**config.mk**
```make
export PLATFORM = sky130hd
export DESIGN_NAME = mem_arb_2to1_flat
export DESIGN_NICKNAME = d
export VERILOG_FILES = /design/src/rtl/mem_arb_pkg.sv /design/src/rtl/mem_arb_2to1_if.sv /design/src/rtl/arb_rr2.sv /design/src/rtl/mem_arb_2to1.sv /design/src/flat_wrapper.sv
export SDC_FILE = /design/constraint.sdc
export NUM_CORES = 1
export LEC_CHECK = 0
export ABC_AREA = 1
export BUFFER_PORTS_ARGS = -buffer_cell sky130_fd_sc_hd__buf_2
export CAP_MARGIN = 20
export CORE_AREA = 2 2 105 107
export CTS_BUF_LIST = sky130_fd_sc_hd__clkbuf_8 sky130_fd_sc_hd__clkbuf_16
export DETAILED_ROUTE_END_ITERATION = 8
export DIE_AREA = 0 0 107 109
export GPL_TIMING_DRIVEN = 0
export PLACE_DENSITY = 0.76
export SLEW_MARGIN = 15
export SYNTH_ARGS = -nofsm -noshare
export SYNTH_HDL_FRONTEND = slang
export SYNTH_SLANG_ARGS = --single-unit
```
**constraint.sdc**
```tcl
create_clock -name clk -period 1.1 [get_ports clk]
set_input_delay 0.11 -clock clk [delete_from_list [all_inputs] [get_ports clk]]
set_output_delay 0.11 -clock clk [all_outputs]
set_load 0.01 [all_outputs]
```
**src/rtl/mem_arb_pkg.sv**
```systemverilog
// Shared types and default widths for the 2:1 instruction/data memory arbiter.
package mem_arb_pkg;

  localparam int unsigned ADDR_W = 30;
  localparam int unsigned DATA_W = 32;
  localparam int unsigned MASK_W = DATA_W / 8;

  // Bit positions of each requester inside the req/gnt vectors
  localparam int unsigned IDX_IF = 0;
  localparam int unsigned IDX_D  = 1;

  typedef enum logic {
    OWNER_IF = 1'b0,
    OWNER_D  = 1'b1
  } owner_e;

  typedef struct packed {
    logic              we;
    logic [ADDR_W-1:0] addr;
    logic [DATA_W-1:0] wdata;
    logic [MASK_W-1:0] mask;
  } ram_req_t;

endpackage

```
**src/rtl/mem_arb_2to1_if.sv**
```systemverilog
// Core-facing and RAM-facing signal bundle of the 2:1 memory arbiter.
interface mem_arb_2to1_if #(
  parameter int unsigned ADDR_W = mem_arb_pkg::ADDR_W,
  parameter int unsigned DATA_W = mem_arb_pkg::DATA_W,
  parameter int unsigned MASK_W = DATA_W / 8
);

  logic              i_if_req;
  logic [ADDR_W-1:0] i_if_addr;
  logic              o_if_gnt;
  logic              o_if_rvalid;
  logic [DATA_W-1:0] o_if_rdata;

  logic              i_d_req;
  logic              i_d_we;
  logic [ADDR_W-1:0] i_d_addr;
  logic [DATA_W-1:0] i_d_wdata;
  logic [MASK_W-1:0] i_d_mask;
  logic              o_d_gnt;
  logic              o_d_rvalid;
  logic [DATA_W-1:0] o_d_rdata;

  logic              o_ram_en;
  logic              o_ram_we;
  logic [ADDR_W-1:0] o_ram_addr;
  logic [DATA_W-1:0] o_ram_wdata;
  logic [MASK_W-1:0] o_ram_mask;
  logic [DATA_W-1:0] i_ram_rdata;

  // Arbiter side
  modport slave (
    input  i_if_req, i_if_addr,
    input  i_d_req, i_d_we, i_d_addr, i_d_wdata, i_d_mask,
    input  i_ram_rdata,
    output o_if_gnt, o_if_rvalid, o_if_rdata,
    output o_d_gnt, o_d_rvalid, o_d_rdata,
    output o_ram_en, o_ram_we, o_ram_addr, o_ram_wdata, o_ram_mask
  );

  // Core + RAM side
  modport master (
    output i_if_req, i_if_addr,
    output i_d_req, i_d_we, i_d_addr, i_d_wdata, i_d_mask,
    output i_ram_rdata,
    input  o_if_gnt, o_if_rvalid, o_if_rdata,
    input  o_d_gnt, o_d_rvalid, o_d_rdata,
    input  o_ram_en, o_ram_we, o_ram_addr, o_ram_wdata, o_ram_mask
  );

endinterface

```
**src/rtl/arb_rr2.sv**
```systemverilog
// Two-way one-hot picker: round-robin on contention when MEM_ARB_RR_EN is
// defined, otherwise fixed priority with the data port always winning.
module arb_rr2
  import mem_arb_pkg::*;
(
  input  logic [1:0] req,
  input  owner_e     last,
  output logic [1:0] gnt
);

  // gnt[1] is the data port, gnt[0] the fetch port
  always_comb begin
    gnt = req;
    if (&req) begin
`ifdef MEM_ARB_RR_EN
      gnt = (last == OWNER_D) ? 2'b01 : 2'b10;
`else
      gnt = 2'b10;
`endif
    end
  end

`ifndef MEM_ARB_RR_EN
  logic unused_last;
  assign unused_last = (last == OWNER_D);
`endif

endmodule

```
**src/rtl/mem_arb_2to1.sv**
```systemverilog
// Shares one single-port synchronous SRAM between instruction fetch and data
// ports. Define MEM_ARB_RR_EN for round-robin contention; default is data-first.
module mem_arb_2to1
  import mem_arb_pkg::*;
(
  input  logic           clk,
  input  logic           rst_n,
  mem_arb_2to1_if.slave  bus
);

  logic [1:0]        req;
  logic [1:0]        gnt;
  ram_req_t          ram_req;
  owner_e            last_owner, last_owner_nxt;
  owner_e            rd_owner, rd_owner_nxt;
  logic              rd_pend, rd_pend_nxt;
  logic [DATA_W-1:0] if_hold, if_hold_nxt;
  logic [DATA_W-1:0] d_hold, d_hold_nxt;
  logic              if_rvalid;
  logic              d_rvalid;

  // Requests are masked while in reset so nothing reaches the RAM
  assign req = {bus.i_d_req, bus.i_if_req} & {2{rst_n}};

  arb_rr2 u_arb (
    .req  (req),
    .last (last_owner),
    .gnt  (gnt)
  );

  always_ff @(posedge clk) begin
    if (!rst_n) begin
      last_owner <= OWNER_IF;
      rd_owner   <= OWNER_IF;
      rd_pend    <= 1'b0;
      if_hold    <= '0;
      d_hold     <= '0;
    end else begin
      last_owner <= last_owner_nxt;
      rd_owner   <= rd_owner_nxt;
      rd_pend    <= rd_pend_nxt;
      if_hold    <= if_hold_nxt;
      d_hold     <= d_hold_nxt;
    end
  end

  always_comb begin
    ram_req        = '0;
    last_owner_nxt = last_owner;
    rd_owner_nxt   = rd_owner;
    rd_pend_nxt    = 1'b0;
    if_hold_nxt    = if_hold;
    d_hold_nxt     = d_hold;
    if_rvalid      = rd_pend & (rd_owner == OWNER_IF) & rst_n;
    d_rvalid       = rd_pend & (rd_owner == OWNER_D) & rst_n;

    // Winner's payload onto the RAM; fetches are full-word reads
    if (gnt[IDX_D]) begin
      ram_req.we    = bus.i_d_we;
      ram_req.addr  = bus.i_d_addr;
      ram_req.wdata = bus.i_d_wdata;
      ram_req.mask  = bus.i_d_mask;
    end else if (gnt[IDX_IF]) begin
      ram_req.addr  = bus.i_if_addr;
      ram_req.mask  = '1;
    end

    if (&req) begin
      last_owner_nxt = gnt[IDX_D] ? OWNER_D : OWNER_IF;
    end

    if ((|gnt) && !ram_req.we) begin
      rd_pend_nxt  = 1'b1;
      rd_owner_nxt = gnt[IDX_D] ? OWNER_D : OWNER_IF;
    end

    if (if_rvalid) if_hold_nxt = bus.i_ram_rdata;
    if (d_rvalid)  d_hold_nxt  = bus.i_ram_rdata;
  end

  assign bus.o_if_gnt    = gnt[IDX_IF];
  assign bus.o_d_gnt     = gnt[IDX_D];
  assign bus.o_ram_en    = |gnt;
  assign bus.o_ram_we    = ram_req.we;
  assign bus.o_ram_addr  = ram_req.addr;
  assign bus.o_ram_wdata = ram_req.wdata;
  assign bus.o_ram_mask  = ram_req.mask;

  assign bus.o_if_rvalid = if_rvalid;
  assign bus.o_d_rvalid  = d_rvalid;

  // Returning read data bypasses the hold register in its rvalid cycle
  assign bus.o_if_rdata = !rst_n ? '0 : (if_rvalid ? bus.i_ram_rdata : if_hold);
  assign bus.o_d_rdata  = !rst_n ? '0 : (d_rvalid ? bus.i_ram_rdata : d_hold);

endmodule

```
**src/flat_wrapper.sv**
```systemverilog
// flat-port wrapper written by rule: the top's interface ports become plain ports
module mem_arb_2to1_flat import mem_arb_pkg::*;
  (clk, rst_n, bus_i_if_req, bus_i_if_addr, bus_i_d_req, bus_i_d_we, bus_i_d_addr, bus_i_d_wdata, bus_i_d_mask, bus_i_ram_rdata, bus_o_if_gnt, bus_o_if_rvalid, bus_o_if_rdata, bus_o_d_gnt, bus_o_d_rvalid, bus_o_d_rdata, bus_o_ram_en, bus_o_ram_we, bus_o_ram_addr, bus_o_ram_wdata, bus_o_ram_mask);
  mem_arb_2to1_if bus_i ();
  input  logic clk;
  input  logic rst_n;
  input wire logic [$bits(bus_i.i_if_req)-1:0] bus_i_if_req;
  input wire logic [$bits(bus_i.i_if_addr)-1:0] bus_i_if_addr;
  input wire logic [$bits(bus_i.i_d_req)-1:0] bus_i_d_req;
  input wire logic [$bits(bus_i.i_d_we)-1:0] bus_i_d_we;
  input wire logic [$bits(bus_i.i_d_addr)-1:0] bus_i_d_addr;
  input wire logic [$bits(bus_i.i_d_wdata)-1:0] bus_i_d_wdata;
  input wire logic [$bits(bus_i.i_d_mask)-1:0] bus_i_d_mask;
  input wire logic [$bits(bus_i.i_ram_rdata)-1:0] bus_i_ram_rdata;
  output wire logic [$bits(bus_i.o_if_gnt)-1:0] bus_o_if_gnt;
  output wire logic [$bits(bus_i.o_if_rvalid)-1:0] bus_o_if_rvalid;
  output wire logic [$bits(bus_i.o_if_rdata)-1:0] bus_o_if_rdata;
  output wire logic [$bits(bus_i.o_d_gnt)-1:0] bus_o_d_gnt;
  output wire logic [$bits(bus_i.o_d_rvalid)-1:0] bus_o_d_rvalid;
  output wire logic [$bits(bus_i.o_d_rdata)-1:0] bus_o_d_rdata;
  output wire logic [$bits(bus_i.o_ram_en)-1:0] bus_o_ram_en;
  output wire logic [$bits(bus_i.o_ram_we)-1:0] bus_o_ram_we;
  output wire logic [$bits(bus_i.o_ram_addr)-1:0] bus_o_ram_addr;
  output wire logic [$bits(bus_i.o_ram_wdata)-1:0] bus_o_ram_wdata;
  output wire logic [$bits(bus_i.o_ram_mask)-1:0] bus_o_ram_mask;
  assign bus_i.i_if_req = bus_i_if_req;
  assign bus_i.i_if_addr = bus_i_if_addr;
  assign bus_i.i_d_req = bus_i_d_req;
  assign bus_i.i_d_we = bus_i_d_we;
  assign bus_i.i_d_addr = bus_i_d_addr;
  assign bus_i.i_d_wdata = bus_i_d_wdata;
  assign bus_i.i_d_mask = bus_i_d_mask;
  assign bus_i.i_ram_rdata = bus_i_ram_rdata;
  assign bus_o_if_gnt = bus_i.o_if_gnt;
  assign bus_o_if_rvalid = bus_i.o_if_rvalid;
  assign bus_o_if_rdata = bus_i.o_if_rdata;
  assign bus_o_d_gnt = bus_i.o_d_gnt;
  assign bus_o_d_rvalid = bus_i.o_d_rvalid;
  assign bus_o_d_rdata = bus_i.o_d_rdata;
  assign bus_o_ram_en = bus_i.o_ram_en;
  assign bus_o_ram_we = bus_i.o_ram_we;
  assign bus_o_ram_addr = bus_i.o_ram_addr;
  assign bus_o_ram_wdata = bus_i.o_ram_wdata;
  assign bus_o_ram_mask = bus_i.o_ram_mask;
  mem_arb_2to1 u_core (.clk(clk), .rst_n(rst_n), .bus(bus_i));
endmodule
```
======== Word level (Yosys, flattened, before mapping) ========
Index checks and enable logic that the tools add are counted.
cells by class
  muxes and demuxes ....................... 13
  $lt $le $gt $ge ......................... 0
  divide/modulo/power cells ............... 0
  $mul .................................... 0
  add/subtract/negate cells ............... 0
  equal/unequal tests ..................... 0
  shift operators ......................... 0
  bitwise logic cells ..................... 6
  reductions and logical operators ........ 4
operator list
  kind                 number
  two-way mux 32 bit   5
  two-way mux 30 bit   2
  two-way mux 4 bit    2
  bitwise AND 1 bit    4
  two-way mux 1 bit    3
  bitwise AND 2 bit    1
  two-way mux 2 bit    1
  AND reduction 2 bit  1
  OR reduction 2 bit   1
  logical AND 1 bit    1
  logical NOT 1 bit    1
  inverter 1 bit       1
storage, ports and cells
  input bits .............................. 133
  bits in read-only memories .............. 0
  output and inout bits ................... 136
  register bits ........................... 66
  RAM bits ................................ 0
  latch bits .............................. 0
  word-level logic and storage cells ...... 27
  memories ................................ 0

======== Logic depth before layout (Yosys ltp) ========
Gate-level depths: netlist (run 1).
  depth in word-level cells ............... 7
  depth in mapped cells ................... 6

======== Modules after synthesis ========
From an unflattened synthesis (run 1), not the netlist that was laid out.
second synthesis, totals
  cell total of the unflattened synthesis .. 486
  area total of the unflattened synthesis .. 3098.0 um^2
by module, submodules not included
  module        cells each  seq. area each (um^2)  times used  area an instance (um^2)
  mem_arb_2to1  483         1341.3                 1           3086.7
  arb_rr2       3           0.0                    1           11.3

======== Worst setup path before layout (run 1) ========
OpenSTA, ideal clock, no wires.
  path kind ............................... reg2out
  start ................................... reg u_core.rd_pend
  end ..................................... out bus_o_d_rdata[22]
  data arrival time ....................... 926 ps
  required time ........................... 990 ps
  cell stages (with the launch flop) ...... 6
  setup slack ............................. 64 ps
  buffers on the path ..................... 1
  path through ............................ dfxtp_1 > nand2_2 > nor2_8 > buf_6 > nand2_1 > nand2_1
between the ends
  longest elaborated chain between the ends .. 4
RTL lines
  element                          line                source
  start: declaration               mem_arb_2to1.sv:16  logic rd_pend, rd_pend_nxt;
  start signal: assignment         mem_arb_2to1.sv:41  rd_pend <= rd_pend_nxt;
  bitwise AND 1 bit (2 in a row)   mem_arb_2to1.sv:55  d_rvalid = rd_pend & (rd_owner == OWNER_D) & rst_n;
  net bus_o_d_rvalid               flat_wrapper.sv:19  output wire logic [$bits(bus_i.o_d_rvalid)-1:0] bus_o_d_rvalid;
  two-way mux 32 bit (2 in a row)  mem_arb_2to1.sv:94  assign bus.o_d_rdata = !rst_n ? '0 : (d_rvalid ? bus.i_ram_rdata : d_hold);
  end: declaration                 flat_wrapper.sv:20  output wire logic [$bits(bus_i.o_d_rdata)-1:0] bus_o_d_rdata;
The timed path passes the listed nets, and every way through them passes these cells.

======== Final worst setup path (run 1) ========
  start ................................... reg u_core.rd_pend
  end ..................................... out bus_o_d_rdata[6]
between the ends
  longest elaborated chain between the ends .. 4
RTL lines
  element                          line
  bitwise AND 1 bit (2 in a row)   mem_arb_2to1.sv:55
  two-way mux 32 bit (2 in a row)  mem_arb_2to1.sv:94
Every way passes these cells.

==> qor.yml, run 1 <==
clock_tree:
  clk_pin_slew_ns: 0.08
  clock_path_buffers: 2
  cts_made_buffers: 9
  clock-sinks: 66
  cts_tree: "yes"
  clock_latency_ns: 0.33
  htree_num_levels: 3
  cts-root-buf: "clkbuf_8"
placed_design:
  port-buffer-count: 267
  post-dp-hpwl_mm: 9.39
  place_inst: 878
  placed_area_um2: 4590
  globalplace.congestion: 0.838
yosys:
  synth_cell_types: 14
  yosysWarnings: 0
  synth_top_area_frac: 0.430
  synth_common_cells: "nand2_1, dfxtp_1, nand3_1"
  synth_ff_type: "dfxtp_1"
  syn_avg_cell_area_um2: 6.53
  synth_area_um2: 3080
  synthArstFlopShare: 0
  synth-seq-cells: 66
  yosysTopAreaCell: "dfxtp_1"
  seq_area_frac_synth: 0.430
  netlist_instances: 471
  synth_edf_count: 0
  synthesis.nets: 604
  synth.area.top_cells: "dfxtp_1, nand2_1, nand3_1"
  synth.most_common_cell: "nand2_1"
die:
  row_count: 38
  die_y_um: 109
  boundaryPins: 269
  core_um2: 10600
  die_x_um: 107
  design.die.area_um2: 11700
  start_util: 0.290
critical_path:
  setup.worst_path.class: "register to output pin"
  crit_path_start_kind: "register"
  critPathMaxFanout: 10
  crit_chain: "nand2_4 > buf_2 > nand3_1 > nand2_1 > buf_2"
  worstRegToRegCells: 5
  end_kind: "output pin"
  slowest_stage: "dfxtp_4"
  worstSetupPathDepth: 5
  critPathTopFamily: "buffers and inverters"
  cp_common_cell: "buf_2"
  required_ns: 0.99
  max_stage_delay_ns: 0.36
  worst-path-buf-inv: 2
  worst_ep_arrival_time_ns: 1.42
sta:
  max-slew-margin-rel: 0.856
  finalClockSkew_ns: 0.00893
  rsz0062_at_grt: "yes"
  setup_violations: 66
  post-route-min-period_ns: 1.53
  layout_setup_ws_ns: -0.427
  max_freq_mhz: 655
  worst_slew_pin_slew_ns: 0.216
  hold-worst-slack_ns: -0.00726
  hold_viol: 3
  fin_crit_sh: 1.39
  drv_slew: 0
finish:
  synthToLayoutAreaGrowth_pct: 65.2
  num_antenna_cells: 0
  stdcell_area_um2: 5080
  layout-drive-gt1-share: 0.457
  final_cells: 899
  fin_nets: 887
route:
  viasPerCell: 4.29
  drt_iter0_markers: 201
  antenna_left: 0
  avgRoutedWirePerCell_um: 13.1
  first_pass_iters: 4
  drc: 0
  vias: 3857
  finalWirelength_mm: 11.8
global_routing:
  grt_start_max_net_pins: 13
  overflow: 0
  antenna_found_initial: 0
  grt_first_pass_wirelength_mm: 17.9
  grt_pass1_vias: 3608
  globalRouteTotalUtil: 0.198
pwr:
  ir_worst_vdd_uv: 558
  finalPower_mw: 6.15
  leakagePower_nw: 3.21
  power_density_nw_per_um2: 1210
status:
  run_status: "finished with violations"
  failed_checks: "hold timing, setup timing"
flow_run:
  maxCapViolCount: 0
worst_hold_path:
  hold_path_depth: 3
  hp-class: "primary input to register"
==> per-stage QoR <==
step / TNS, ns / setup slack [ns] / util
after floorplan: 0 / 0.0644 / -
after global routing: -32.51 / -0.533 / 0.479
after global placement: -7.57 / -0.155 / 0.433
after CTS: -28.13 / -0.468 / 0.468
after detailed placement: -8.58 / -0.176 / 0.433
final: -25.87 / -0.427 / 0.479
==> registers in the layout, summed over array words and instances (netlist names) <==
signal	count
u_core.rd_pend	1
u_core.if_hold	32
u_core.d_hold	32
u_core.rd_owner	1
==> power breakdown <==
group,total [mW],leakage (nW),internal [mW],switching [mW]
Combinational,1.29,2.57,0.577,0.710
Clock,2.31,0.109,1.34,0.966
Sequential,2.55,0.540,2.52,0.0369
==> per-layer routing <==
metal / GRT usage / vias to the layer above / wire [um]
li1: - / 1999 / -
met1: 0.219 / 1678 / 4640
met2: 0.370 / 162 / 6070
met3: 0.0490 / 18 / 783
met4: 0.0649 / 0 / 299
met5: 0 / - / 0
==> logic make-up (layout without fill, tap and decap cells) <==
group	count (synthesis)	count (layout)	synth area share
flip-flops	66	66	0.430
AND/OR/NAND/NOR	335	335	0.453
buffers and inverters	70	358	0.117
==> final cells by class <==
cell class                      instances  area, um2
Multi-Input combinational cell        335       1440
Sequential cell                        66       1330
Buffer                                 29        265
Clock inverter                          6       88.8
Clock buffer                           10        138
Timing Repair Buffer                  272       1480
Inverter                               41        166
Tap cell                              140        175
Fill cell                            1101       5520
==> worst reg2reg max path, stage by stage, from the launching register on <==
cell and delay, ns:
dfxtp_4 0.36, inv_2 0.06, nand3_4 0.12, buf_4 0.21
nand3_1 0.09, nand2_2 0.07
==> repair_timing <==
item | in CTS | in global routing
cloned | 2 | 0
endpoints found under the hold margin | 32 | 6
setup buffers | 2 | 1
pin swaps | 2 | 0
setup endpoints to repair | 80 | 90
gates resized for setup | 35 | 32
==> cell usage in the layout (no fill, tap or decap) <==
cell	n
bufinv_16	2
nand2_2	17
inv_2	3
nor2_8	1
dfxtp_4	2
nand3_4	2
nand2_4	2
inv_1	35
dfxtp_1	64
nand3_1	66
clkinvlp_4	2
buf_2	259
buf_8	4
buf_4	11
inv_6	3
clkbuf_8	10
nand2_1	215
nor2_1	32
inv_4	1
buf_6	27
clkinv_2	1
==> worst paths after layout <==
check,start,to,slack [ns]
min reg2reg,u_core.if_hold[14],u_core.if_hold[14],0.47
min,bus_i_ram_rdata[7],u_core.d_hold[7],-0.007
max,u_core.rd_pend,bus_o_d_rdata[6],-0.43
max reg2reg,u_core.rd_owner,u_core.if_hold[20],0.08
Power figures use the tool's default switching activity.
==> inputs of run 2 (changes only) <==
--- a/config.mk
+++ b/config.mk
@@ -8,12 +8,14 @@
 export ABC_AREA = 1
 export BUFFER_PORTS_ARGS = -buffer_cell sky130_fd_sc_hd__buf_2
 export CAP_MARGIN = 20
-export CORE_AREA = 2 2 105 107
+export CELL_PAD_IN_SITES_DETAIL_PLACEMENT = 0
+export CELL_PAD_IN_SITES_GLOBAL_PLACEMENT = 2
+export CORE_MARGIN = 2
+export CORE_UTILIZATION = 17
 export CTS_BUF_LIST = sky130_fd_sc_hd__clkbuf_8 sky130_fd_sc_hd__clkbuf_16
 export DETAILED_ROUTE_END_ITERATION = 8
-export DIE_AREA = 0 0 107 109
 export GPL_TIMING_DRIVEN = 0
-export PLACE_DENSITY = 0.76
+export PLACE_DENSITY = 0.91
 export SLEW_MARGIN = 15
 export SYNTH_ARGS = -nofsm -noshare
 export SYNTH_HDL_FRONTEND = slang
==> qor.yml, run 2 (synthesis results as in run 1) <==
status:
  run_status: "finished with violations"
  failed_checks: "hold timing, setup timing"
sta:
  hold_viol: 4  # +1
  hold-worst-slack_ns: -0.00792  # -0.000657 ns
  post-route-min-period_ns: 1.57  # +0.0437 ns
  setup_violations: 75  # +14%
  worst_slew_pin_slew_ns: 0.342  # +0.125 ns
  max_freq_mhz: 637  # -2.8%
  rsz0062_at_grt: "yes"
  tns_ns: -27.96  # -2.08 ns
  layout_setup_ws_ns: -0.470  # -0.0437 ns
  drv_slew: 0  # unchanged
  finalClockSkew_ns: 0.00984  # +0.000912 ns
  max-slew-margin-rel: 0.772  # -0.0836
  fin_crit_sh: 1.43  # +0.0398
global_routing:
  antenna_found_initial: 0  # unchanged
  grt_start_max_net_pins: 14  # +1
  globalRouteTotalUtil: 0.132  # -0.0656
  grt_pass1_vias: 3713  # +2.9%
  overflow: 0  # unchanged
  grt_first_pass_wirelength_mm: 19.9  # +11%
finish:
  final_common_cell: "buf_2"
  mostFrequentLayoutCells: "buf_2, nand2_1, dfxtp_1"
  top_regs: "u_core.d_hold x32, u_core.if_hold x32"
  multi_input_area_um2: 1610  # +11%
  num_antenna_cells: 0  # unchanged
  synthToLayoutAreaGrowth_pct: 85.8
  final_cells: 1000  # +11%
  regArea_um2: 1330  # unchanged
  fin_nets: 899  # +1.4%
  layout-drive-gt1-share: 0.511  # +0.0538
  fill_cells: 1962  # +78%
critical_path:
  worst_ep_arrival_time_ns: 1.46  # +0.04 ns
  slowest_stage: "dfxtp_4"
  worstReg2RegEnd: "u_core.if_hold[21]"
  worstSetupPathDepth: 7  # +2
  cp_common_cell: "buf_6"
  crit-reg2reg-launch: "u_core.rd_owner"
  setup.worst_path.class: "register to output pin"
  critPathMaxFanout: 5  # -5
  end_kind: "output pin"
  crit_path_start_kind: "register"
  max_stage_delay_ns: 0.36  # about the same
  rrSetupSlack_ns: -0.12  # -0.20 ns
  worstRegToRegCells: 7  # +2
  required_ns: 0.99  # about the same
  critPathTopFamily: "buffers and inverters"
  worst-path-buf-inv: 4  # +2
  crit_chain: "inv_2 > nand3_4 > buf_6 > clkbuf_16 > nand3_2 > nand2_2 > buf_6"
clock_tree:
  cts_made_buffers: 9  # unchanged
  clock_latency_ns: 0.34  # about the same
  cts_tree: "yes"
  clk_pin_slew_ns: 0.06  # -0.02 ns
  clock-sinks: 66  # unchanged
  clock_path_buffers: 2  # unchanged
  cts-root-buf: "clkbuf_16"
  htree_num_levels: 3  # unchanged
route:
  first_pass_iters: 4  # unchanged
  drt_iter0_markers: 119  # -41%
  drc: 0  # unchanged
  vias: 3871  # +0.36%
  avgRoutedWirePerCell_um: 13.3  # +1.0%
  antenna_left: 0  # unchanged
  finalWirelength_mm: 13.3  # +12%
  viasPerCell: 3.87  # -9.8%
pwr:
  ir_worst_vdd_uv: 834  # +49%
  finalPower_mw: 7.23  # +18%
  leakagePower_nw: 3.38  # +5.2%
  power_density_nw_per_um2: 1260  # +4.5%
die:
  design.die.area_um2: 19200  # +64%
  die_y_um: 139  # +27%
  boundaryPins: 269  # unchanged
  core_um2: 17800  # +68%
  die_x_um: 139  # +29%
  row_count: 49  # +29%
  start_util: 0.172  # -0.118
placed_design:
  port-buffer-count: 267  # unchanged
  place_inst: 967  # +10%
  globalplace.congestion: 0.753  # -10%
  post-dp-hpwl_mm: 10.2  # +9.0%
flow_run:
  maxCapViolCount: 0  # unchanged
worst_hold_path:
  hold_path_depth: 3  # unchanged
  hp-class: "primary input to register"
  hold_start: "bus_i_ram_rdata[1]"
  hold_path_end: "u_core.d_hold[1]"
## run 2: cell types whose count changed in the layout (fill, tap and decap cells not counted), moves of 9 or more
cell and delta:
clkbuf_16 +11, nand2_1 -9, buf_6 +15, nand3_1 -25
nand2_2 +9, clkbuf_8 -10, nand3_2 +23, buf_2 -9
## run 2: worst max path at each step
stage / end / slack [ns] / start
after floorplan: bus_o_d_rdata[22] / 0.06 / u_core.rd_pend
after global placement: bus_o_d_rdata[23] / -0.23 / u_core.rd_pend
after detailed placement: bus_o_d_rdata[23] / -0.23 / u_core.rd_pend
after CTS: bus_o_if_rdata[3] / -0.50 / u_core.rd_owner
after global routing: bus_o_d_rdata[18] / -0.54 / u_core.rd_pend
final: bus_o_if_rdata[21] / -0.47 / u_core.rd_owner
## run 2: report_power, final
part	switching (mW)	internal, mW
Sequential	0.0547	2.52
Clock	1.15	2.00
Combinational	0.777	0.726
## run 2: metrics by stage
step | instance area [um2] | hold WS [ns] | utilization | setup WS (ns)
after floorplan | 3080 | 0.295 | - | 0.0644
after global placement | 4700 | 0.338 | 0.263 | -0.231
after detailed placement | 4700 | 0.338 | 0.263 | -0.230
after CTS | 5280 | -0.0235 | 0.296 | -0.495
after global routing | 5710 | 0.000609 | 0.320 | -0.544
final | 5710 | -0.00792 | 0.320 | -0.470
## run 2: cell type report
| type | instances | share of cell area |
|---|---|---|
| repair buffers | 284 | 0.297 |
| multi-input cells | 335 | 0.281 |
| flip-flops and latches | 66 | 0.233 |
| plain buffers | 29 | 0.0517 |
| well taps | 229 | 0.0501 |
| clock buffers | 9 | 0.0394 |
| inverters | 41 | 0.0300 |
| clock inverters | 7 | 0.0177 |
## run 2: worst reg2reg max path, cell delays in order (launching register included)
cell and delay (ns):
dfxtp_4 0.36, inv_2 0.06, nand3_4 0.11, buf_6 0.17
clkbuf_16 0.16, nand3_2 0.06, nand2_2 0.07, buf_6 0.11
## run 2: timing repair
action                                 in CTS  in global routing
buffers inserted                            8                  6
setup endpoints to repair                 132                111
endpoints found under the hold margin      22                  1
gates cloned                                1                  2
gates resized for setup                    48                 79
pin swaps                                   3                 15
## run 2: routing by layer
metal  vias up  GRT usage  wire length, um
met2       154      0.233             6720
met4         0     0.0424              174
li1       2018          -                -
met3        10     0.0346              800
met1      1689      0.156             5560
met5         -          0                0
==> inputs of run 3 (changes only) <==
--- a/config.mk
+++ b/config.mk
@@ -10,6 +10,7 @@
 export CAP_MARGIN = 20
 export CELL_PAD_IN_SITES_DETAIL_PLACEMENT = 0
 export CELL_PAD_IN_SITES_GLOBAL_PLACEMENT = 2
+export CORE_ASPECT_RATIO = 1.25
 export CORE_MARGIN = 2
 export CORE_UTILIZATION = 17
 export CTS_BUF_LIST = sky130_fd_sc_hd__clkbuf_8 sky130_fd_sc_hd__clkbuf_16
==> qor.yml, run 3 (synthesis results as in run 1) <==
status:
  run_status: "finished with violations"
  failed_checks: "setup timing"
placed_design:
  placed_area_um2: 4700  # about the same
  port-buffer-count: 267  # unchanged
  post-dp-hpwl_mm: 9.94  # -2.9%
  place_inst: 966  # -0.10%
  globalplace.congestion: 0.754  # about the same
finish:
  final_cells: 1000  # unchanged
  final_common_cell: "buf_2"
  fin_nets: 901  # +0.22%
  top_regs: "u_core.d_hold x32, u_core.if_hold x32"
  num_antenna_cells: 0  # unchanged
  stdcell_area_um2: 5890  # +3.1%
  layout-drive-gt1-share: 0.538  # +0.0265
  mostFrequentLayoutCells: "buf_2, nand2_1, dfxtp_1"
  fill_cells: 2028  # +3.4%
  synthToLayoutAreaGrowth_pct: 91.5
route:
  viasPerCell: 3.92  # +1.2%
  vias: 3917  # +1.2%
  drc: 0  # unchanged
  avgRoutedWirePerCell_um: 13.1  # -0.97%
  first_pass_iters: 4  # unchanged
  drt_iter0_markers: 90  # -24%
  finalWirelength_mm: 13.1  # -0.97%
  antenna_left: 0  # unchanged
worst_hold_path:
  hp-class: "primary input to register"
  hold_start: "bus_i_ram_rdata[6]"
  hold_path_depth: 3  # unchanged
  hold_path_end: "u_core.if_hold[6]"
sta:
  layout_setup_ws_ns: -0.451  # +0.0191 ns
  worst_slew_pin_slew_ns: 0.313  # -0.0291 ns
  drv_slew: 0  # unchanged
  max_freq_mhz: 645  # +1.2%
  hold_viol: 0  # -4
  rsz0062_at_grt: "yes"
  setup_violations: 74  # -1.3%
  finalClockSkew_ns: 0.00568  # -0.00416 ns
  post-route-min-period_ns: 1.55  # -0.0191 ns
  max-slew-margin-rel: 0.792  # +0.0194
  fin_crit_sh: 1.41  # -0.0173
clock_tree:
  clk_pin_slew_ns: 0.05  # about the same
  cts_tree: "yes"
  cts_made_buffers: 9  # unchanged
  clock_latency_ns: 0.33  # about the same
  clock_path_buffers: 2  # unchanged
  clock-sinks: 66  # unchanged
  htree_num_levels: 3  # unchanged
  cts-root-buf: "clkbuf_16"
global_routing:
  antenna_found_initial: 0  # unchanged
  grt_pass1_vias: 3792  # +2.1%
  globalRouteTotalUtil: 0.128  # -0.00423
  grt_first_pass_wirelength_mm: 19.6  # -1.3%
  overflow: 0  # unchanged
  grt_start_max_net_pins: 12  # -2
die:
  design.die.area_um2: 19200  # about the same
  die_x_um: 124  # -10%
  row_count: 55  # +12%
  boundaryPins: 269  # unchanged
  die_y_um: 154  # +11%
  core_um2: 17900  # +0.29%
  start_util: 0.172  # -0.000494
pwr:
  leakagePower_nw: 3.47  # +2.6%
  power_frac_seq: 0.382  # +0.025
  switching_share: 0.287  # +0.0129
  power.switching_mw: 1.93  # -2.7%
  ir_worst_vdd_uv: 704  # -16%
  clockPowerShare: 0.381  # -0.055
  pwr-share-comb: 0.236  # +0.028
  p_int_mw: 4.79  # -8.7%
  power_density_nw_per_um2: 1140  # -9.9%
flow_run:
  maxCapViolCount: 0  # unchanged
critical_path:
  crit-reg2reg-launch: "u_core.rd_owner"
  required_ns: 0.99  # about the same
  worst_ep_arrival_time_ns: 1.44  # -0.02 ns
  end_kind: "output pin"
  rrSetupSlack_ns: -0.13  # about the same
  critPathMaxFanout: 5  # unchanged
  worstReg2RegEnd: "u_core.if_hold[20]"
  worstRegToRegCells: 8  # +1
  setup.worst_path.class: "register to output pin"
  crit_path_start_kind: "register"
-- run 3: changes by cell type in the layout (fill, tap and decap cells not counted), moves of 9 or more --
cell and delta:
buf_2 -15, nand2_1 -32, nand3_1 +11, nand3_2 -9, nand2_4 +19, nand2_2 +12
-- run 3: layout make-up --
class / count / area [um2] / area share
plain buffers: 28 / 297 / 0.0503
clock buffers: 9 / 225 / 0.0382
clock inverters: 6 / 35.0 / 0.00595
inverters: 41 / 179 / 0.0304
multi-input cells: 335 / 1720 / 0.292
flip-flops and latches: 66 / 1330 / 0.226
well taps: 228 / 285 / 0.0484
repair buffers: 287 / 1820 / 0.309
-- run 3: through the flow --
step / utilization / setup TNS, ns / worst slack, ns / power [mW] / hold WS, ns
6_report: 0.329 / -25.98 / -0.451 / 6.71 / 0.0107
5_1_grt: 0.329 / -32.92 / -0.533 / 7.07 / 0.0146
4_1_cts: 0.299 / -28.43 / -0.474 / 6.60 / -0.00530
3_5_place_dp: 0.263 / -13.05 / -0.237 / 3.82 / 0.341
3_3_place_gp: 0.263 / -12.25 / -0.238 / 3.82 / 0.342
2_1_floorplan: - / 0 / 0.0644 / 3.17 / 0.295
-- run 3: power by group through the flow --
stage | clock (mW) | combinational, mW | sequential, mW
5_1_grt | 2.76 | 1.73 | 2.58
6_report | 2.56 | 1.59 | 2.57
4_1_cts | 2.67 | 1.37 | 2.56
2_1_floorplan | 0 | 0.569 | 2.60
3_5_place_dp | 0 | 1.21 | 2.61
3_3_place_gp | 0 | 1.21 | 2.61
-- run 3: per-layer routing --
layer,track usage,routed length (um),up-vias
li1,-,-,2028
met1,0.137,5100,1709
met2,0.241,6920,170
met3,0.0360,910,10
met4,0.0407,201,0
met5,0,0,-
-- run 3: critical path: stages, from the launching register on --
cell	delay, ns
dfxtp_4	0.36
inv_2	0.06
nand3_4	0.12
buf_6	0.17
clkbuf_16	0.15
nand3_2	0.05
nand2_1	0.06
buf_2	0.14
-- run 3: worst max-delay path by stage --
stage	start	endpoint	slack, ns	cells after the start
2_1_floorplan	u_core.rd_pend	bus_o_d_rdata[22]	0.06	5
3_3_place_gp	u_core.rd_pend	bus_o_d_rdata[27]	-0.24	6
3_5_place_dp	u_core.rd_owner	bus_o_if_rdata[2]	-0.24	7
4_1_cts	u_core.rd_owner	bus_o_if_rdata[16]	-0.47	7
5_1_grt	u_core.rd_pend	bus_o_d_rdata[20]	-0.53	6
6_report	u_core.rd_owner	bus_o_if_rdata[23]	-0.45	7
-- run 3: timing repair --
action,4_1_cts,5_1_grt
pin swaps,12,20
gates resized for setup,81,103
hold endpoints to repair,2,0
endpoints found under the setup margin,127,112
setup buffers,8,7
cloned,2,3
